===== config.mk =====
export PLATFORM = sky130hd
export DESIGN_NAME = mc_controller
export DESIGN_NICKNAME = d
export VERILOG_FILES = /design/src/rtl/mc_controller.sv
export SDC_FILE = /design/constraint.sdc
export NUM_CORES = 1
export LEC_CHECK = 0
export CAP_MARGIN = 20
export CORE_UTILIZATION = 34
export DETAILED_ROUTE_END_ITERATION = 7
export PLACE_DENSITY = 0.75
export SYNTH_ARGS = -nofsm -noshare
export SYNTH_HDL_FRONTEND = slang
export SYNTH_SLANG_ARGS = --single-unit

===== constraint.sdc =====
create_clock -name clk -period 1.7 [get_ports clk]
set_input_delay 0.34 -clock clk [delete_from_list [all_inputs] [get_ports clk]]
set_output_delay 0.34 -clock clk [all_outputs]
set_load 0.01 [all_outputs]

===== src/rtl/mc_controller.sv =====
// mc_controller: multicycle RISC-V control unit.
// A Moore FSM steps one instruction through FETCH .. writeback using a shared
// memory and a single ALU, and an ALU decoder turns the FSM's ALUOp request
// into the ALUControl code. The only combinational inputs to the outputs are
// MemReady (fetch enables) and Zero (branch taken), both used in one state each.
//
// Memory handshake: the controller holds a request (AdrSrc, MemWrite and all
// selects) stable in FETCH, MEMREAD or MEMWRITE and waits there; the access
// completes in the cycle MemReady = 1, and only that cycle may commit
// IRWrite/PCWrite or leave the state.
//
// state_dbg presents the FSM state encoding for observation:
//   0 FETCH, 1 DECODE, 2 MEMADR, 3 MEMREAD, 4 MEMWB, 5 MEMWRITE,
//   6 EXECUTER, 7 EXECUTEI, 8 ALUWB, 9 BRANCH, 10 JAL, 11 ILLEGAL.
//
// ALUCTRL_W must be at least 3; bits above [2:0] are always driven 0.

module mc_controller #(
  parameter int ALUCTRL_W   = 3,
  parameter bit SUPPORT_BNE = 1'b1
) (
  input  logic                 clk,
  input  logic                 reset,
  input  logic [6:0]           op,
  input  logic [2:0]           funct3,
  input  logic                 funct7b5,
  input  logic                 Zero,
  input  logic                 MemReady,
  output logic                 PCWrite,
  output logic                 AdrSrc,
  output logic                 MemWrite,
  output logic                 IRWrite,
  output logic [1:0]           ResultSrc,
  output logic [1:0]           ALUSrcA,
  output logic [1:0]           ALUSrcB,
  output logic                 RegWrite,
  output logic [1:0]           ImmSrc,
  output logic [ALUCTRL_W-1:0] ALUControl,
  output logic                 Illegal,
  output logic [3:0]           state_dbg
);

  // Opcodes the controller recognises.
  localparam logic [6:0] OP_LOAD   = 7'b0000011;
  localparam logic [6:0] OP_STORE  = 7'b0100011;
  localparam logic [6:0] OP_RTYPE  = 7'b0110011;
  localparam logic [6:0] OP_ITYPE  = 7'b0010011;
  localparam logic [6:0] OP_BRANCH = 7'b1100011;
  localparam logic [6:0] OP_JAL    = 7'b1101111;

  // ALUOp: what the FSM asks of the ALU decoder.
  localparam logic [1:0] ALUOP_ADD   = 2'b00;
  localparam logic [1:0] ALUOP_SUB   = 2'b01;
  localparam logic [1:0] ALUOP_FUNCT = 2'b10;

  typedef enum logic [3:0] {
    S_FETCH    = 4'd0,
    S_DECODE   = 4'd1,
    S_MEMADR   = 4'd2,
    S_MEMREAD  = 4'd3,
    S_MEMWB    = 4'd4,
    S_MEMWRITE = 4'd5,
    S_EXECUTER = 4'd6,
    S_EXECUTEI = 4'd7,
    S_ALUWB    = 4'd8,
    S_BRANCH   = 4'd9,
    S_JAL      = 4'd10,
    S_ILLEGAL  = 4'd11
  } state_t;

  state_t     state;
  state_t     next_state;
  logic [1:0] alu_op;
  logic [2:0] alu_ctrl3;
  logic       branch_ok;
  logic       branch_taken;

  assign state_dbg = state;

  // beq is always supported; bne only when SUPPORT_BNE is set.
  assign branch_ok = (funct3 == 3'b000) ||
                     ((funct3 == 3'b001) && SUPPORT_BNE);

  // funct3[0] distinguishes bne (taken on !Zero) from beq (taken on Zero).
  assign branch_taken = funct3[0] ? ~Zero : Zero;

  // State register: reset aborts any instruction and returns to FETCH.
  always_ff @(posedge clk or posedge reset) begin
    if (reset) state <= S_FETCH;
    else       state <= next_state;
  end

  // Next-state logic: memory states wait on MemReady, DECODE dispatches on op.
  always_comb begin
    next_state = state;
    case (state)
      S_FETCH: begin
        if (MemReady) next_state = S_DECODE;
      end
      S_DECODE: begin
        case (op)
          OP_LOAD, OP_STORE: next_state = S_MEMADR;
          OP_RTYPE:          next_state = S_EXECUTER;
          OP_ITYPE:          next_state = S_EXECUTEI;
          OP_BRANCH:         next_state = branch_ok ? S_BRANCH : S_ILLEGAL;
          OP_JAL:            next_state = S_JAL;
          default:           next_state = S_ILLEGAL;
        endcase
      end
      S_MEMADR: begin
        // op[5] separates stores (1) from loads (0).
        next_state = op[5] ? S_MEMWRITE : S_MEMREAD;
      end
      S_MEMREAD: begin
        if (MemReady) next_state = S_MEMWB;
      end
      S_MEMWRITE: begin
        if (MemReady) next_state = S_FETCH;
      end
      S_MEMWB:    next_state = S_FETCH;
      S_EXECUTER: next_state = S_ALUWB;
      S_EXECUTEI: next_state = S_ALUWB;
      S_ALUWB:    next_state = S_FETCH;
      S_BRANCH:   next_state = S_FETCH;
      S_JAL:      next_state = S_FETCH;
      S_ILLEGAL:  next_state = S_FETCH;
      default:    next_state = S_FETCH;
    endcase
  end

  // Output logic: per-state enables and selects; anything unlisted stays 0.
  always_comb begin
    PCWrite   = 1'b0;
    AdrSrc    = 1'b0;
    MemWrite  = 1'b0;
    IRWrite   = 1'b0;
    ResultSrc = 2'b00;
    ALUSrcA   = 2'b00;
    ALUSrcB   = 2'b00;
    RegWrite  = 1'b0;
    Illegal   = 1'b0;
    alu_op    = ALUOP_ADD;
    case (state)
      S_FETCH: begin
        // PC + 4 goes straight from the ALU result into the PC.
        IRWrite   = MemReady;
        PCWrite   = MemReady;
        ALUSrcB   = 2'b10;
        ResultSrc = 2'b10;
        alu_op    = ALUOP_ADD;
      end
      S_DECODE: begin
        // Precompute the branch/jump target OldPC + imm.
        ALUSrcA = 2'b01;
        ALUSrcB = 2'b01;
        alu_op  = ALUOP_ADD;
      end
      S_MEMADR: begin
        ALUSrcA = 2'b10;
        ALUSrcB = 2'b01;
        alu_op  = ALUOP_ADD;
      end
      S_MEMREAD: begin
        AdrSrc = 1'b1;
      end
      S_MEMWRITE: begin
        // Held for the whole stall until memory accepts the write.
        AdrSrc   = 1'b1;
        MemWrite = 1'b1;
      end
      S_MEMWB: begin
        ResultSrc = 2'b01;
        RegWrite  = 1'b1;
      end
      S_EXECUTER: begin
        ALUSrcA = 2'b10;
        alu_op  = ALUOP_FUNCT;
      end
      S_EXECUTEI: begin
        ALUSrcA = 2'b10;
        ALUSrcB = 2'b01;
        alu_op  = ALUOP_FUNCT;
      end
      S_ALUWB: begin
        RegWrite = 1'b1;
      end
      S_BRANCH: begin
        // ALUOut still holds the target computed in DECODE.
        ALUSrcA = 2'b10;
        alu_op  = ALUOP_SUB;
        PCWrite = branch_taken;
      end
      S_JAL: begin
        ALUSrcA = 2'b01;
        ALUSrcB = 2'b10;
        PCWrite = 1'b1;
      end
      S_ILLEGAL: begin
        Illegal = 1'b1;
      end
      default: begin
      end
    endcase
  end

  // ALU decoder: map ALUOp and the funct fields to a 3-bit ALU operation.
  always_comb begin
    alu_ctrl3 = 3'b000;
    case (alu_op)
      ALUOP_ADD: alu_ctrl3 = 3'b000;
      ALUOP_SUB: alu_ctrl3 = 3'b001;
      ALUOP_FUNCT: begin
        case (funct3)
          // Only R-type (op[5] = 1) can encode sub; addi ignores funct7b5.
          3'b000:  alu_ctrl3 = (op[5] & funct7b5) ? 3'b001 : 3'b000;
          3'b010:  alu_ctrl3 = 3'b101;
          3'b100:  alu_ctrl3 = 3'b100;
          3'b110:  alu_ctrl3 = 3'b011;
          3'b111:  alu_ctrl3 = 3'b010;
          default: alu_ctrl3 = 3'b000;
        endcase
      end
      default: alu_ctrl3 = 3'b000;
    endcase
  end

  // Widen to ALUCTRL_W with the upper bits tied low.
  always_comb begin
    ALUControl      = '0;
    ALUControl[2:0] = alu_ctrl3;
  end

  // Immediate format from the opcode alone, valid in every state.
  always_comb begin
    case (op)
      OP_ITYPE, OP_LOAD: ImmSrc = 2'b00;
      OP_STORE:          ImmSrc = 2'b01;
      OP_BRANCH:         ImmSrc = 2'b10;
      OP_JAL:            ImmSrc = 2'b11;
      default:           ImmSrc = 2'b00;
    endcase
  end

endmodule


==> summary.md <==
| Metric | Value |
|---|---|
| Tmin final | `slightly below 2000 ps` |
| CTS H-tree lvls | `1` |
| Core area | `approximately 1800 um^2` |
| Port Buf Inserts | `35` |
| Vias per inst | `5.28` |
| Post-Syn Nets | `103` |
| Top-Level Pins | `36` |
| Final Wtd Congestion | `between 0.8 and 0.9` |
| Wire length of the first global-routing pass | `3760 um` |
| Finished Core Util | `78.2%` |
| Final instance count without filler cells | `175` |
| Worst EP arrival | `around 1600 ps` |
| Max reg flops | `4` |
| Root Driver | `clkbuf_4` |
| Router iterations before antenna repair | `4` |
| CP required | `around 1400 ps` |
| Total grt overflow | `0` |
| Remaining antenna violation count | `0` |
| Clock Latency Late Sink | `240 ps` |
| Clk slew on worst S/H paths | `40 ps` |
| Detailed Route Iter0 Violations | `20` |
| Num rows | `15` |
| Status | `finished with violations` |
| Tot Pwr | `about 2300 uW` |
| Worst setup margin | `-243 ps` |
| Final wirelength | `2530 um` |
| Full die area | `2100 um^2` |
| N_diodes | `0` |
| Least-Margin Pin Slew | `approximately 400 ps` |
| Static Leakage | `slightly below 0.0007 uW` |
| DRC Markers | `0` |
| Max-slew violations | `0` |
| Largest net degree at the start of global routing | `12` |
| Total global-route track usage | `25.0%` |
| Synth cell types | `37` |
| Area Growth Syn to Fin | `112%` |
| Vias in the first global route | `902` |
| Most common cell after layout, fill and taps aside | `buf_4` |
| Final Cycle Share | `114%` |
| CTS tree | `done` |
| Placed insts | `158` |
| Cells after Synth | `86` |
| Post-DR wirelength/cell | `14.5 um` |
| Critical Path Sink Type | `output port` |
| CTS buffer count | `3` |
| Clock Skew | `9.43 ps` |
| CTS Buffer Depth | `2` |
| Share of cells above drive strength 1 | `51.3%` |
| DP Worst Slack | `-750 ps` |
| Starting density of the core | `37.0%` |
| HPWL Detailed | `between 1500 and 2000 um` |
| Depth of the most critical reg-to-reg path | `6` |
| Seq cells post-synth | `4` |
| Commonest cells after routing, fill and taps aside | `23 x buf_4, 15 x buf_2, 7 x nor2_1, 7 x buf_6` |
| Hold buffers post-CTS | `0` |
| Achievable frequency | `515 MHz` |
| Startpoint types | `register` |
| Fin nets | `168` |
| Part of the Yosys area used for sequential elements | `15.4%` |
| Min Hold Slack | `287 ps` |
| CTS Sinks | `4` |
| Endpoints failing hold | `0` |
| RSZ-0062 raised after global routing | `true` |
| Crit path max fanout | `3` |
| Slew headroom | `about 73%` |
| Filler cells | `131` |
| Die span in x | `45.8 um` |
| Die height | `between 40 and 50 um` |
| Maximum vdd drop | `a little under 0.9 mV` |
| Worst Hold Class | `primary input to asynchronous set/reset pin` |
| Vias | `a little over 900` |
| Synthesized area per cell | `7.58 um^2` |
| Failing checks | `negative setup slack` |
| Max-Cap Viols | `0` |
| Initial antenna violation count | `0` |
| Pwr dens | `between 1500 and 2000 nW/um^2` |
| Count of final setup violators | `12` |
| Yosys Warn Count | `0` |
| Critical path class | `register to output port` |
| Cell Area, Synth | `approximately 650 um^2` |
[layout make-up]
class,count,area (um^2),area share (%)
Tap cell,25,31.3,2.27
Clock buffer,4,26.3,1.91
Sequential cell,4,103,7.44
Multi-Input combinational cell,67,627,45.5
Inverter,8,30.0,2.18
Timing Repair Buffer,67,562,40.7
[cells in the mapped netlist]
master | count | area (um^2)
clkbuf_8 | 3 | 41.3
dfrtp_1 | 4 | 100
o22ai_1 | 1 | 6.26
nand2_1 | 4 | 15.0
and2_1 | 1 | 6.26
nor3b_1 | 2 | 15.0
o21bai_1 | 1 | 7.51
buf_4 | 1 | 7.51
nor2_1 | 9 | 33.8
o21a_1 | 1 | 7.51
nand2b_1 | 1 | 6.26
nor3_1 | 5 | 25.0
buf_6 | 1 | 11.3
or3b_1 | 1 | 8.76
nand3b_1 | 1 | 7.51
inv_1 | 8 | 30.0
a311oi_1 | 2 | 17.5
a22oi_1 | 2 | 15.0
mux2i_1 | 2 | 20.0
ha_1 | 2 | 25.0
and3_1 | 2 | 12.5
or3b_2 | 1 | 8.76
a21oi_1 | 4 | 20.0
xnor2_1 | 4 | 35.0
buf_2 | 2 | 10.0
o21ai_0 | 1 | 5.00
xor2_1 | 2 | 17.5
o31ai_1 | 1 | 7.51
a31oi_1 | 3 | 18.8
a2111oi_0 | 1 | 8.76
nor3_4 | 1 | 16.3
and4b_1 | 2 | 20.0
and3_2 | 1 | 7.51
nor4_1 | 4 | 25.0
nand3_1 | 3 | 15.0
nor4b_1 | 1 | 8.76
o41ai_1 | 1 | 8.76
[kinds of logic (layout without fill, tap and decap cells)]
family	Yosys count	count (layout)	share of synthesized area (%)
buffers and inverters	15	79	15.4
and+or+nand+nor	39	39	35.5
xor gates and xnor gates	6	6	8.06
AOI/OAI and AO/OA	18	18	18.8
muxes	2	2	3.07
adders and majority gates	2	2	3.84
DFF	4	4	15.4
[routing by layer]
layer	vias to the layer above	track usage [%]	part of all wire, %
met5	-	0	0
met4	0	8.82	1.6
met3	6	1.98	4.7
met2	41	50.9	55
met1	434	26.0	38
li1	443	-	-
[metrics by stage]
step,cell area [um^2],TNS [ps]
2_1_floorplan,714,0
3_3_place_gp,1160,-4960
3_5_place_dp,1160,-5300
4_1_cts,1310,-1160
5_1_grt,1380,-2070
6_report,1380,-1420
[power breakdown]
part / internal [uW] / switching [uW] / total [uW]
Combinational: 993 / 955 / 1950
Clock: 88.2 / 40.9 / 129
Sequential: 145 / 72.0 / 217
[repair_timing]
action,CTS,global route
endpoints found under the setup margin,21,19
gates resized for setup,95,21
hold endpoints to repair,0,0
pin swaps,10,9
cloned,0,0
buffers inserted,12,3
[critical path: stages, from the launching register on]
cell and delay (ps):
dfrtp_1 390, inv_2 80, nor2_4 140, nand3_4 100
ha_4 270, nor4b_4 230, buf_2 160
[worst paths after layout]
kind                                   start            end  slack, ps
worst max-delay path            state_dbg[0]  ALUControl[2]       -240
worst min-delay path                   reset   state_dbg[3]        290
worst max register to register  state_dbg[3]   state_dbg[0]         50
worst min register to register  state_dbg[0]   state_dbg[0]        810
max in group asynchronous              reset   state_dbg[1]       1240
min in group clk                    MemReady   state_dbg[0]        530
No activity file was read; power rests on OpenSTA's default activity.
